===== src/rtl/dds_pkg.sv =====
`default_nettype none
// +----------------------------------------------------------------------------+
// | Package     : dds_pkg                                                      |
// | Description : Shared types and constants for the DDS reset/clock slice.    |
// |               Sequencer state encoding, default sequencer timing           |
// |               constants, loss counter width and a saturating increment.    |
// | Revision    : 1.0 - initial release                                        |
// +----------------------------------------------------------------------------+
package dds_pkg;

  typedef enum logic [1:0] {
    PLL_RST   = 2'd0,
    WAIT_LOCK = 2'd1,
    REL_CORE  = 2'd2,
    RUN       = 2'd3
  } seq_state_t;

  localparam int unsigned DEF_LOCK_STABLE_CYCLES = 1024;
  localparam int unsigned DEF_STAGE_GAP_CYCLES   = 64;
  localparam int unsigned DEF_LOSS_FILTER_CYCLES = 8;
  localparam int unsigned DEF_TIMEOUT_CYCLES     = 65535;
  localparam int unsigned DEF_PLL_RST_CYCLES     = 16;

  localparam int LOSS_CNT_W = 8;

  // Increment that sticks at all-ones instead of wrapping.
  function automatic logic [LOSS_CNT_W-1:0] sat_inc(input logic [LOSS_CNT_W-1:0] v);
    return (&v) ? v : v + LOSS_CNT_W'(1);
  endfunction

endpackage
`default_nettype wire


===== src/rtl/pll_lock_reset_seq_if.sv =====
`default_nettype none
// +----------------------------------------------------------------------------+
// | Interface   : pll_lock_reset_seq_if                                        |
// | Description : Signal bundle between the PLL / DDS datapath and the reset   |
// |               sequencer.                                                   |
// |   lock_i       PLL lock (asynchronous)                                     |
// |   pll_reset_o  PLL reset request                                           |
// |   rst_core_o   phase accumulator / LUT reset                               |
// |   rst_periph_o DAC interface / control register reset                      |
// |   ready_o      sequencer in RUN                                            |
// |   loss_cnt_o   saturating lock-loss event count                            |
// |   master : sequencer side, slave : PLL/datapath side                       |
// | Revision    : 1.0 - initial release                                        |
// +----------------------------------------------------------------------------+
interface pll_lock_reset_seq_if;

  logic                            lock_i;
  logic                            pll_reset_o;
  logic                            rst_core_o;
  logic                            rst_periph_o;
  logic                            ready_o;
  logic [dds_pkg::LOSS_CNT_W-1:0]  loss_cnt_o;

  modport master (
    input  lock_i,
    output pll_reset_o,
    output rst_core_o,
    output rst_periph_o,
    output ready_o,
    output loss_cnt_o
  );

  modport slave (
    output lock_i,
    input  pll_reset_o,
    input  rst_core_o,
    input  rst_periph_o,
    input  ready_o,
    input  loss_cnt_o
  );

endinterface
`default_nettype wire


===== src/rtl/sync_2ff.sv =====
`default_nettype none
// +----------------------------------------------------------------------------+
// | Module      : sync_2ff                                                     |
// | Description : 1-bit two-flop synchronizer with synchronous clear to 0.     |
// |   clk_i  destination clock                                                 |
// |   rst_i  synchronous active-high clear                                     |
// |   d_i    asynchronous input                                                |
// |   q_o    synchronized output                                               |
// | Revision    : 1.0 - initial release                                        |
// +----------------------------------------------------------------------------+
module sync_2ff (
  input  wire  clk_i,
  input  wire  rst_i,
  input  wire  d_i,
  output logic q_o
);

  logic r_meta;
  logic r_sync;

  always_ff @(posedge clk_i) begin
    if (rst_i) begin
      r_meta <= 1'b0;
      r_sync <= 1'b0;
    end else begin
      r_meta <= d_i;
      r_sync <= r_meta;
    end
  end

  assign q_o = r_sync;

endmodule
`default_nettype wire


===== src/rtl/pll_lock_reset_seq.sv =====
`default_nettype none
// +----------------------------------------------------------------------------+
// | Module      : pll_lock_reset_seq                                           |
// | Description : PLL lock watcher and two-stage DDS datapath reset sequencer. |
// |               Pulses the PLL reset at power-up and on lock timeout,        |
// |               debounces lock, releases core then peripheral resets, and    |
// |               re-asserts them on sustained lock loss. Runs on the 27 MHz   |
// |               reference clock.                                             |
// |   clk_i    reference clock                                                 |
// |   reset_i  synchronous active-high reset                                   |
// |   bus      pll_lock_reset_seq_if.master (lock in, resets/status out)       |
// | Build option: PLL_LOSS_COUNT_EN - builds the saturating loss counter;      |
// |               otherwise loss_cnt_o is tied to zero.                        |
// | Revision    : 1.0 - initial release                                        |
// +----------------------------------------------------------------------------+
module pll_lock_reset_seq
  import dds_pkg::*;
#(
  parameter int unsigned LOCK_STABLE_CYCLES = DEF_LOCK_STABLE_CYCLES,
  parameter int unsigned STAGE_GAP_CYCLES   = DEF_STAGE_GAP_CYCLES,
  parameter int unsigned LOSS_FILTER_CYCLES = DEF_LOSS_FILTER_CYCLES,
  parameter int unsigned TIMEOUT_CYCLES     = DEF_TIMEOUT_CYCLES,
  parameter int unsigned PLL_RST_CYCLES     = DEF_PLL_RST_CYCLES
) (
  input  wire                  clk_i,
  input  wire                  reset_i,
  pll_lock_reset_seq_if.master bus
);

  localparam logic [1:0] c_ST_PLL_RST   = PLL_RST;
  localparam logic [1:0] c_ST_WAIT_LOCK = WAIT_LOCK;
  localparam logic [1:0] c_ST_REL_CORE  = REL_CORE;
  localparam logic [1:0] c_ST_RUN       = RUN;

  localparam int c_PRST_W   = $clog2(PLL_RST_CYCLES + 1);
  localparam int c_STABLE_W = $clog2(LOCK_STABLE_CYCLES + 1);
  localparam int c_TMO_W    = $clog2(TIMEOUT_CYCLES + 1);
  localparam int c_GAP_W    = $clog2(STAGE_GAP_CYCLES + 1);
  localparam int c_LOSS_W   = $clog2(LOSS_FILTER_CYCLES + 1);

  localparam logic [c_PRST_W-1:0]   c_PRST_LAST   = c_PRST_W'(PLL_RST_CYCLES - 1);
  localparam logic [c_STABLE_W-1:0] c_STABLE_LAST = c_STABLE_W'(LOCK_STABLE_CYCLES - 1);
  localparam logic [c_TMO_W-1:0]    c_TMO_LAST    = c_TMO_W'(TIMEOUT_CYCLES - 1);
  localparam logic [c_GAP_W-1:0]    c_GAP_LAST    = c_GAP_W'(STAGE_GAP_CYCLES - 1);
  localparam logic [c_LOSS_W-1:0]   c_LOSS_LAST   = c_LOSS_W'(LOSS_FILTER_CYCLES - 1);

  logic [1:0]            r_state;
  logic [1:0]            w_next;
  logic                  w_stay;
  logic                  w_lock_s;
  logic                  w_sync_clr;

  logic [c_PRST_W-1:0]   r_prst_cnt;
  logic [c_STABLE_W-1:0] r_stable_cnt;
  logic [c_TMO_W-1:0]    r_tmo_cnt;
  logic [c_GAP_W-1:0]    r_gap_cnt;
  logic [c_LOSS_W-1:0]   r_loss_filt_cnt;

  logic                  r_pll_reset;
  logic                  r_rst_core;
  logic                  r_rst_periph;
  logic                  r_ready;

  // The synchronizer is held clear while the PLL is being reset: lock is
  // meaningless then, and the debounce window must start from a clean
  // synchronizer once the PLL is released.
  assign w_sync_clr = reset_i | r_pll_reset;

  sync_2ff u_lock_sync (
    .clk_i (clk_i),
    .rst_i (w_sync_clr),
    .d_i   (bus.lock_i),
    .q_o   (w_lock_s)
  );

  always_comb begin
    w_next = r_state;
    case (r_state)
      c_ST_PLL_RST: begin
        if (r_prst_cnt == c_PRST_LAST) w_next = c_ST_WAIT_LOCK;
      end
      c_ST_WAIT_LOCK: begin
        // Stable lock takes priority over a coincident timeout.
        if (w_lock_s && (r_stable_cnt == c_STABLE_LAST)) w_next = c_ST_REL_CORE;
        else if (r_tmo_cnt == c_TMO_LAST)                w_next = c_ST_PLL_RST;
      end
      c_ST_REL_CORE: begin
        if (!w_lock_s)                       w_next = c_ST_WAIT_LOCK;
        else if (r_gap_cnt == c_GAP_LAST)    w_next = c_ST_RUN;
      end
      c_ST_RUN: begin
        if (!w_lock_s && (r_loss_filt_cnt == c_LOSS_LAST)) w_next = c_ST_WAIT_LOCK;
      end
      default: w_next = c_ST_PLL_RST;
    endcase
  end

  assign w_stay = (w_next == r_state);

  // Every counter belongs to one state and is cleared whenever that state is
  // not being held, so each starts from zero on entry.
  always_ff @(posedge clk_i) begin
    if (reset_i) begin
      r_state         <= c_ST_PLL_RST;
      r_prst_cnt      <= '0;
      r_stable_cnt    <= '0;
      r_tmo_cnt       <= '0;
      r_gap_cnt       <= '0;
      r_loss_filt_cnt <= '0;
    end else begin
      r_state         <= w_next;
      r_prst_cnt      <= (w_stay && (r_state == c_ST_PLL_RST))
                         ? r_prst_cnt + c_PRST_W'(1) : '0;
      r_tmo_cnt       <= (w_stay && (r_state == c_ST_WAIT_LOCK))
                         ? r_tmo_cnt + c_TMO_W'(1) : '0;
      r_stable_cnt    <= (w_stay && (r_state == c_ST_WAIT_LOCK) && w_lock_s)
                         ? r_stable_cnt + c_STABLE_W'(1) : '0;
      r_gap_cnt       <= (w_stay && (r_state == c_ST_REL_CORE))
                         ? r_gap_cnt + c_GAP_W'(1) : '0;
      r_loss_filt_cnt <= (w_stay && (r_state == c_ST_RUN) && !w_lock_s)
                         ? r_loss_filt_cnt + c_LOSS_W'(1) : '0;
    end
  end

  // Outputs decode the next state so they move on the transition edge.
  always_ff @(posedge clk_i) begin
    if (reset_i) begin
      r_pll_reset  <= 1'b1;
      r_rst_core   <= 1'b1;
      r_rst_periph <= 1'b1;
      r_ready      <= 1'b0;
    end else begin
      r_pll_reset  <= (w_next == c_ST_PLL_RST);
      r_rst_core   <= (w_next == c_ST_PLL_RST) || (w_next == c_ST_WAIT_LOCK);
      r_rst_periph <= (w_next != c_ST_RUN);
      r_ready      <= (w_next == c_ST_RUN);
    end
  end

  assign bus.pll_reset_o  = r_pll_reset;
  assign bus.rst_core_o   = r_rst_core;
  assign bus.rst_periph_o = r_rst_periph;
  assign bus.ready_o      = r_ready;

`ifdef PLL_LOSS_COUNT_EN
  logic                  w_loss_event;
  logic [LOSS_CNT_W-1:0] r_loss_cnt;

  // Only a filtered drop out of RUN counts; a drop during REL_CORE does not.
  assign w_loss_event = (r_state == c_ST_RUN) && (w_next == c_ST_WAIT_LOCK);

  always_ff @(posedge clk_i) begin
    if (reset_i)           r_loss_cnt <= '0;
    else if (w_loss_event) r_loss_cnt <= sat_inc(r_loss_cnt);
  end

  assign bus.loss_cnt_o = r_loss_cnt;
`else
  assign bus.loss_cnt_o = '0;
`endif

endmodule
`default_nettype wire


===== src/flat_wrapper.sv =====
// flat-port wrapper written by rule: the top's interface ports become plain ports
module pll_lock_reset_seq_flat import dds_pkg::*;
#(
  parameter int unsigned LOCK_STABLE_CYCLES = DEF_LOCK_STABLE_CYCLES,
  parameter int unsigned STAGE_GAP_CYCLES   = DEF_STAGE_GAP_CYCLES,
  parameter int unsigned LOSS_FILTER_CYCLES = DEF_LOSS_FILTER_CYCLES,
  parameter int unsigned TIMEOUT_CYCLES     = DEF_TIMEOUT_CYCLES,
  parameter int unsigned PLL_RST_CYCLES     = DEF_PLL_RST_CYCLES
)
  (clk_i, reset_i, bus_lock_i, bus_pll_reset_o, bus_rst_core_o, bus_rst_periph_o, bus_ready_o, bus_loss_cnt_o);
  pll_lock_reset_seq_if bus_i ();
  input  wire clk_i;
  input  wire reset_i;
  input wire logic [$bits(bus_i.lock_i)-1:0] bus_lock_i;
  output wire logic [$bits(bus_i.pll_reset_o)-1:0] bus_pll_reset_o;
  output wire logic [$bits(bus_i.rst_core_o)-1:0] bus_rst_core_o;
  output wire logic [$bits(bus_i.rst_periph_o)-1:0] bus_rst_periph_o;
  output wire logic [$bits(bus_i.ready_o)-1:0] bus_ready_o;
  output wire logic [$bits(bus_i.loss_cnt_o)-1:0] bus_loss_cnt_o;
  assign bus_i.lock_i = bus_lock_i;
  assign bus_pll_reset_o = bus_i.pll_reset_o;
  assign bus_rst_core_o = bus_i.rst_core_o;
  assign bus_rst_periph_o = bus_i.rst_periph_o;
  assign bus_ready_o = bus_i.ready_o;
  assign bus_loss_cnt_o = bus_i.loss_cnt_o;
  pll_lock_reset_seq #(.LOCK_STABLE_CYCLES(LOCK_STABLE_CYCLES), .STAGE_GAP_CYCLES(STAGE_GAP_CYCLES), .LOSS_FILTER_CYCLES(LOSS_FILTER_CYCLES), .TIMEOUT_CYCLES(TIMEOUT_CYCLES), .PLL_RST_CYCLES(PLL_RST_CYCLES)) u_core (.clk_i(clk_i), .reset_i(reset_i), .bus(bus_i));
endmodule

===== config.mk =====
export PLATFORM = sky130hd
export DESIGN_NAME = pll_lock_reset_seq_flat
export DESIGN_NICKNAME = d
export VERILOG_FILES = /design/src/rtl/dds_pkg.sv /design/src/rtl/pll_lock_reset_seq_if.sv /design/src/rtl/sync_2ff.sv /design/src/rtl/pll_lock_reset_seq.sv /design/src/flat_wrapper.sv
export SDC_FILE = /design/constraint.sdc
export NUM_CORES = 1
export LEC_CHECK = 0
export CORE_UTILIZATION = 50
export CTS_CLUSTER_DIAMETER = 30
export DETAILED_ROUTE_END_ITERATION = 16
export PLACE_DENSITY_LB_ADDON = 0.05
export SLEW_MARGIN = 0
export SYNTH_ARGS = -nofsm -noshare
export SYNTH_HDL_FRONTEND = slang
export SYNTH_HIERARCHICAL = 1
export SYNTH_SLANG_ARGS = --single-unit

===== constraint.sdc =====
create_clock -name clk_i -period 1.6 [get_ports clk_i]
set_input_delay 0.32 -clock clk_i [delete_from_list [all_inputs] [get_ports clk_i]]
set_output_delay 0.32 -clock clk_i [all_outputs]
set_load 0.02 [all_outputs]

==> results.cfg, run 1 <==
[place]
hpwlAfterDp_mm = 2.633
port_buffers = 6
placedCellCount = 304
place.gp.congestion = 0.7270

[floorplanning]
start_util_pct = 52.45
die_w_um = 67.01
pin_count = 15
die_h_um = 67.01
row_count = 23
die-area_sq_um = 4490
coreArea_sq_um = 4029

[timing]
hold_viol = 0
fin_skew_ns = 0.002175
drv_slew = 0
timing.final.ws_setup_ns = -0.02947
rsz0062_at_grt = true
clock.fmax_mhz = 613.7
period_share_pct = 101.8
min_period_ns = 1.629
setup_tns_ns = -0.02947
finalSetupViolations = 1

[synth]
synth_cells = 228
yosys.cell_types.count = 33
synth_edf_count = 0
synth_area_per_cell_sq_um = 9.269
async_flop_share_pct = 0
yosysWarnings = 6
synth-seq-cells = 51
ys.flop_type = dfxtp_1
yosysSeqAreaShare_pct = 48.31
synth.cell_area_sq_um = 2113

[critical_path]
critPathCaptureType = flop
worst-path-buf-inv = 1
slowest_stage = or4_4
arrival_ns = 1.83
cpPeakStageDelay_ns = 0.48
path_cells = inv_2 -> ha_4 -> nand4_1 -> or4_4 -> and4_4 -> or2_1
setup.worst_path.class = reg2reg
cp.required_ns = 1.80
crit_family = simple AND/OR/NAND/NOR gates
cp_max_fo = 5
rrSetupSlack_ns = -0.03
cp-start-kind = flop

[clock_network]
worstSkewPairLatency_ns = 0.31
cts.sinks = 51
clk_pin_slew_ns = 0.09
cts_tree = done
root_buffer = clkbuf_8
clk_path_buf_depth = 2
cts_buffers = 5
cts_hold_buffers = 0
htree_levels = 2

[routing]
wl_per_cell_um = 12.04
routed_wl_mm = 3.854
dr_total_vias = 1614
top_layer_used = met4
viasPerCell = 5.044
dr_wl_met2_mm = 1.871
dr_wl_met3_um = 138
ant_nets = 0
wl_met1_mm = 1.772
drc_errors = 0
first_pass_iters = 4
drt_iter0_drc = 69

[power]
p_leak_nw = 0.9369
max-vdd-ir-drop_v = 0.0004128
power.density_nw_per_um2 = 836.0

[outcome]
status = complete, but fails checks
violations = negative setup slack

[layout]
antenna_cells = 0
final_cells = 320
drive_above_1_share_pct = 25.56
syn_to_final_growth_pct = 26.35
layout_common_cells = 41 x nor2_1, 41 x dfxtp_1, 28 x buf_4
nNetsFinal = 279

[global_route]
antenna_found_initial = 0
overflow = 0
grt_use_total_pct = 19.60
first_global_vias = 1569
grt_start_max_net_pins = 18
grt_first_pass_wirelength_mm = 6.506

[flow_run]
max-cap-violations = 0

[min_path]
hp-class = reg2reg
layout make-up:
cell class / instances / area [sq um]
multi-input cells: 167 / 1139
flip-flops and latches: 51 / 1033
inverters: 9 / 33.78
repair buffers: 35 / 286.5
fillers: 315 / 1359
well taps: 50 / 62.56
clock inverters: 3 / 46.29
clock buffers: 5 / 68.82
path summary, 6_finish.rpt:
path | from | to | depth (start not counted)
max | u_core/r_tmo_cnt[0] | u_core/r_state[0] | 6
min | u_core/u_lock_sync/r_meta | u_core/u_lock_sync/q_o | 1
max reg2reg | u_core/r_tmo_cnt[0] | u_core/r_state[0] | 6
min reg2reg | u_core/u_lock_sync/r_meta | u_core/u_lock_sync/q_o | 1
metrics by stage:
stage               area [sq um]  hold slack (ns)  util, %  total power [mW]  worst slack [ns]
global route                2670           0.4665    66.27             2.324          -0.05250
detailed placement          2367           0.4360    58.76             1.353           -0.1831
finish                      2670           0.4507    66.27             2.232          -0.02947
floorplan                   2147           0.3957        -             1.351           0.01299
global placement            2367           0.4232    58.76             1.351          -0.09461
CTS                         2586           0.4544    64.19             2.267          -0.04870
flip-flops by register name (all words and copies together), names as in the netlist:
register and flops:
u_core/r_stable_cnt 11, u_core/bus.rst_core_o 1, u_core/bus.ready_o 1, u_core/u_lock_sync/r_meta 1, u_core/r_tmo_cnt 16, u_core/r_gap_cnt 7
u_core/u_lock_sync/q_o 1, u_core/r_state 2, u_core/r_prst_cnt 5, u_core/r_loss_filt_cnt 4, u_core/bus.pll_reset_o 1, u_core/bus.rst_periph_o 1
kinds of logic (layout without fill, tap and decap cells):
group           count (synthesis)  after routing  synth area share [%]
simple gates                  115            116                 28.36
flops                          51             51                 48.31
xor+xnor                       30             30                 12.43
buf+inv                        18             52                 4.795
fa+ha+maj                       7              7                 4.144
compound gates                  6              6                 1.776
other cells                     1              8                0.1774
synthesized netlist by cell type, drive strengths merged (2+ instances only):
library cell | number | share of area (%)
xor2 | 8 | 3.3
nand3 | 13 | 3.7
nand4 | 11 | 3.6
and3 | 7 | 2.1
xnor2 | 22 | 9.1
o21ai | 2 | 0.47
buf | 9 | 3.2
nor4 | 5 | 1.5
nor2b | 4 | 1.2
nor3 | 5 | 1.2
dfxtp | 51 | 48
and3b | 2 | 0.83
inv | 9 | 1.6
nor2 | 47 | 8.3
nand2 | 10 | 1.8
or2 | 2 | 0.59
ha | 7 | 4.1
and4 | 2 | 0.95
and2 | 2 | 0.59
power breakdown:
part           switching [mW]  internal [mW]  leakage [nW]  total [mW]
clock                   0.429          0.471        0.0548       0.899
combinational          0.0301         0.0209         0.466      0.0510
sequential            0.00645           1.28         0.416        1.28
what timing repair did:
| item | CTS | global route |
|---|---|---|
| buffers inserted | 5 | 2 |
| setup endpoints to repair | 23 | 25 |
| pin swaps | 7 | 15 |
| cloned | 1 | 0 |
| resized for setup | 11 | 24 |
routing by layer:
| layer | vias to the layer above | global-route usage (%) |
|---|---|---|
| met3 | 7 | 5.137 |
| met4 | 0 | 8.777 |
| li1 | 831 | - |
| met1 | 752 | 23.21 |
| met2 | 24 | 32.75 |
| met5 | - | 0 |
No activity file was read; power rests on OpenSTA's default activity.
==> run 2, diff against run 1 <==
Settings changed: CORE_UTILIZATION 50 to 41, CTS_CLUSTER_SIZE set to 30.
==> run 2 against run 1 <==
The flow still finishes with violations (negative setup slack). Critical path type unchanged. Global-route usage fell by 3.2 points. Largest cell class unchanged. Cell area fell by 2.1%. Maximum frequency rose by 1.3%. Largest power group unchanged. Setup slack improved by 0.021 ns. Critical path depth did not move. Sequential power barely moved.
==> results.cfg, run 2 (synthesis results as in run 1) <==
[outcome]
status = complete, but fails checks
violations = negative setup slack

[power]
max-vdd-ir-drop_v = 0.0005281
p_leak_nw = 0.9200
power.density_nw_per_um2 = 854.7

[floorplanning]
die_w_um = 73.80
die-area_sq_um = 5446
coreArea_sq_um = 4848
start_util_pct = 43.59
row_count = 25
die_h_um = 73.80
pin_count = 15

[clock_network]
cts.sinks = 51
clk_pin_slew_ns = 0.09
worstSkewPairLatency_ns = 0.30
root_buffer = clkbuf_8
cts_tree = done
cts_buffers = 5
clk_path_buf_depth = 2
htree_levels = 2

[routing]
routed_wl_mm = 3.732
drc_errors = 0
dr_total_vias = 1564
wl_per_cell_um = 11.27
ant_nets = 0
drt_iter0_drc = 124
viasPerCell = 4.725
first_pass_iters = 4

[critical_path]
critPathCaptureType = flop
cp.required_ns = 1.80
worst-path-buf-inv = 1
slowest_stage = or4_4
crit_family = simple AND/OR/NAND/NOR gates
cpPeakStageDelay_ns = 0.46
path_cells = inv_1 -> ha_1 -> nand4_1 -> or4_4 -> and4_4 -> or2_1
cp_max_fo = 5
setup.worst_path.class = reg2reg
cp-start-kind = flop
arrival_ns = 1.81

[timing]
fin_skew_ns = 0.004370
period_share_pct = 100.6
finalSetupViolations = 2
hold_viol = 0
setup_tns_ns = -0.01676
min_period_ns = 1.609
whs_ns = 0.4545
drv_slew = 0
timing.final.ws_setup_ns = -0.008889
rsz0062_at_grt = true
clock.fmax_mhz = 621.5

[flow_run]
max-cap-violations = 0

[global_route]
grt_use_total_pct = 16.36
first_global_vias = 1559
antenna_found_initial = 0
overflow = 0
grt_first_pass_wirelength_mm = 6.713
grt_start_max_net_pins = 17

[layout]
top_register = u_core/r_tmo_cnt
layout_common_cells = 48 x dfxtp_1, 46 x nor2_1, 23 x buf_4
num-fill-cells = 444
reg_top3 = u_core/r_tmo_cnt (16), u_core/r_stable_cnt (11), u_core/r_gap_cnt (7)
largest_register_ffs = 16
mostFrequentLayoutCell = dfxtp_1
drive_above_1_share_pct = 20.08
nNetsFinal = 273
antenna_cells = 0
syn_to_final_growth_pct = 23.74

[place]
port_buffers = 6
hpwlAfterDp_mm = 2.736
place.gp.congestion = 0.7911

[min_path]
hp-class = reg2reg
[run 2: metrics by stage]
| stage | cells | power [mW] | worst slack [ns] | util (%) | area, sq um |
|---|---|---|---|---|---|
| after floorplan | 235 | 1.351 | 0.01299 | - | 2147 |
| after global placement | 321 | 1.351 | -0.03763 | 49.52 | 2401 |
| after detailed placement | 321 | 1.353 | -0.03932 | 49.52 | 2401 |
| after CTS | 331 | 2.264 | -0.02083 | 52.98 | 2569 |
| after global routing | 331 | 2.331 | -0.06854 | 53.94 | 2615 |
| final | 331 | 2.235 | -0.008889 | 53.94 | 2615 |
[run 2: routing by layer]
layer  wire length (um)  vias to the layer above  GRT usage (%)  part of all wire, %
li1                   -                      819              -                    -
met1               1782                      712          20.14                   48
met2               1730                       22          25.59                   46
met3                104                       11          3.978                  2.8
met4                114                        0          10.26                  3.1
met5                  0                        -              0                    0
[run 2: power by group]
part / switching [mW] / total, mW / internal, mW
Clock: 0.400 / 0.905 / 0.506
Sequential: 0.00631 / 1.28 / 1.28
Combinational: 0.0300 / 0.0481 / 0.0180
[run 2: path summary, 6_finish.rpt]
path / start / end / slack (ns) / cells past startpoint
max reg2reg: u_core/r_tmo_cnt[0] / u_core/r_state[0] / -0.009 / 6
min: u_core/r_gap_cnt[0] / u_core/r_gap_cnt[0] / 0.45 / 1
min reg2reg: u_core/r_gap_cnt[0] / u_core/r_gap_cnt[0] / 0.45 / 1
max: u_core/r_tmo_cnt[0] / u_core/r_state[0] / -0.009 / 6
[run 2: timing repair]
item                                   4_1_cts  5_1_grt
endpoints found under the hold margin        0        0
setup endpoints to repair                   20       34
resized for setup                            9       11
hold buffers                                 0        0
buffers inserted                             2        0
pin swaps                                    6        5
[run 2: cell type report]
type | instances | area, sq um | share of cell area (%)
multi-input combinational | 166 | 1100 | 42.06
tap | 67 | 83.83 | 3.206
sequential | 51 | 1025 | 39.19
clock inverter | 2 | 35.03 | 1.340
timing repair buffer | 30 | 255.2 | 9.761
inverter | 9 | 33.78 | 1.292
clock buffer | 6 | 82.58 | 3.158
==> run 3, diff against run 2 <==
Settings changed: CORE_MARGIN set to 3, SYNTH_HIERARCHICAL 1 to not set.
==> run 3 against run 2 <==
Maximum frequency is essentially flat. Utilization grew 2.2 points. Critical endpoint is now u_core.r_stable_cnt[1]. Synthesized cell count grew 1.3%. The flow still finishes with violations (negative setup slack). Sequential power is essentially flat. Flip-flop and latch count is the same. Critical path depth is the same. Clock power shrank 19%. Sequential share of layout area shrank 3.7 points. Die area grew 16%. First-iteration DRC count shrank 53%. Clock skew shrank 0.00052 ns. Count of clock-buffer cells in the layout is the same. Critical path type unchanged.
==> results.cfg, run 3 <==
[timing]
min_period_ns = 1.607
period_share_pct = 100.5
drv_slew = 0
fin_skew_ns = 0.003850
rsz0062_at_grt = true
hold_viol = 0
clock.fmax_mhz = 622.1
timing.final.ws_setup_ns = -0.007426
finalSetupViolations = 3

[critical_path]
arrival_ns = 1.79
critPathCaptureType = flop
setup.worst_path.class = reg2reg
rrSetupSlack_ns = -0.007
ff2ff_path_depth = 6
cp-start-kind = flop
r2r_start = u_core.r_stable_cnt[0]
reg2reg_to = u_core.r_stable_cnt[1]
cp_max_fo = 8
crit_start = u_core.r_stable_cnt[0]
cp.required_ns = 1.78

[global_route]
grt_start_max_net_pins = 17
overflow = 0
first_global_vias = 1715
antenna_found_initial = 0
grt_use_total_pct = 14.58
grt_first_pass_wirelength_mm = 7.431

[floorplanning]
coreArea_sq_um = 5172
row_count = 26
die_h_um = 79.52
start_util_pct = 42.84
die-area_sq_um = 6323
die_w_um = 79.52
pin_count = 15

[synth]
ys.flop_type = dfxtp_1
synth_area_per_cell_sq_um = 9.593
yosys.cell_types.count = 43
yosysWarnings = 0
synth.cell_area_sq_um = 2216
synth_cells = 231
synth_top_area_share_pct = 46.08
async_flop_share_pct = 0
synth-seq-cells = 51
synth_most_common_cell = dfxtp_1
synth_area_leaders = dfxtp_1 46%, xor2_1 5.9%, nor3_1 5.4%
synth_area_leader_cell = dfxtp_1
synthTopCellsByCount = 51 x dfxtp_1, 24 x nor3_1, 15 x xor2_1, 14 x nand3_1, 13 x xnor2_1
yosysSeqAreaShare_pct = 46.08
synth_edf_count = 0

[layout]
num-fill-cells = 455
drive_above_1_share_pct = 33.81
syn_to_final_growth_pct = 31.11
regArea_sq_um = 1030
multi_input_area_sq_um = 1236
nNetsFinal = 288
final_cells = 348
antenna_cells = 0
layout_common_cells = 44 x dfxtp_1, 36 x buf_4, 15 x xor2_1
top_register = u_core.r_tmo_cnt
mostFrequentLayoutCell = dfxtp_1
fin_area_sq_um = 2905
reg_top3 = u_core.r_tmo_cnt (16), u_core.r_stable_cnt (11), u_core.r_gap_cnt (7)
largest_register_ffs = 16

[min_path]
min_path_cells = 1
hold_start = u_core.r_loss_filt_cnt[0]
hp-class = reg2reg
holdPathEnd = u_core.r_loss_filt_cnt[0]

[place]
port_buffers = 6
hpwlAfterDp_mm = 3.009
placed_area_sq_um = 2596
place.gp.congestion = 0.7911
placedCellCount = 332

[power]
max-vdd-ir-drop_v = 0.0004682
p_leak_nw = 1.133
total_power_mw = 2.094
power.density_nw_per_um2 = 720.8

[outcome]
status = complete, but fails checks
violations = negative setup slack

[clock_network]
cts.sinks = 51
htree_levels = 2
root_buffer = clkbuf_8
cts_tree = done
clk_path_buf_depth = 2
worstSkewPairLatency_ns = 0.29
cts_buffers = 5
clk_pin_slew_ns = 0.09

[routing]
first_pass_iters = 4
ant_nets = 0
viasPerCell = 4.922
routed_wl_mm = 4.242
drt_iter0_drc = 58
drc_errors = 0
dr_total_vias = 1713
wl_per_cell_um = 12.19

[flow_run]
max-cap-violations = 0
run 3: stage by stage:
step	TNS (ns)	setup slack, ns	utilization, %	hold slack, ns
5_1_grt	-0.6455	-0.06300	56.17	0.4461
6_report	-0.008921	-0.007426	56.17	0.4239
3_5_place_dp	-1.182	-0.06471	50.19	0.4365
3_3_place_gp	-0.7361	-0.03910	50.19	0.4245
4_1_cts	-0.01048	-0.007522	54.35	0.4593
2_1_floorplan	-0.07714	-0.07714	-	0.3961
run 3: how the worst max path moves through the flow:
stage               slack, ns  cells after the start                endpoint
floorplan               -0.08                      7       u_core.r_state[0]
global placement        -0.04                      6  u_core.r_stable_cnt[4]
detailed placement      -0.06                      6  u_core.r_stable_cnt[2]
CTS                    -0.008                      6  u_core.r_stable_cnt[2]
global route            -0.06                      6  u_core.r_stable_cnt[1]
finish                 -0.007                      6  u_core.r_stable_cnt[1]
run 3: repair_timing:
item / in CTS / in global routing
pin swaps: 6 / 6
buffers inserted: 5 / 2
gates resized for setup: 15 / 15
setup endpoints to repair: 38 / 36
gates cloned: 1 / 1
hold buffers: 0 / 0
run 3: area by class of cell:
type,count,share of cell area (%)
Timing Repair Buffer,47,14.81
Multi-Input combinational cell,164,42.55
Inverter,9,1.163
Sequential cell,51,35.44
Clock inverter,1,0.1723
Clock buffer,6,2.842
Tap cell,70,3.015
run 3: cell families after synthesis:
logic type               synth area share, %
adder cells (fa/ha/maj)                3.952
XOR/XNOR                               11.07
AND/OR/NAND/NOR                        28.01
AO/OA/AOI/OAI                          4.856
buffers and inverters                  5.872
other                                 0.1692
flip-flops                             46.08
run 3: metal layers:
layer  share of wire [%]  up-vias  track usage, %
met3                 2.4        6           3.837
li1                    -      878               -
met5                   0        -               0
met4                 1.3        0           5.155
met2                  52       15           25.21
met1                  44      814           17.28
run 3: where the power goes:
group	internal [mW]	total, mW	switching, mW
combinational	0.0335	0.0782	0.0447
sequential	1.28	1.28	0.00624
clock	0.340	0.734	0.394
run 3: critical path: stages (launching register included):
cell	delay, ns
dfxtp_2	0.37
ha_4	0.14
and4_4	0.23
nand4b_4	0.17
o211ai_4	0.32
clkbuf_16	0.22
nor3_1	0.05
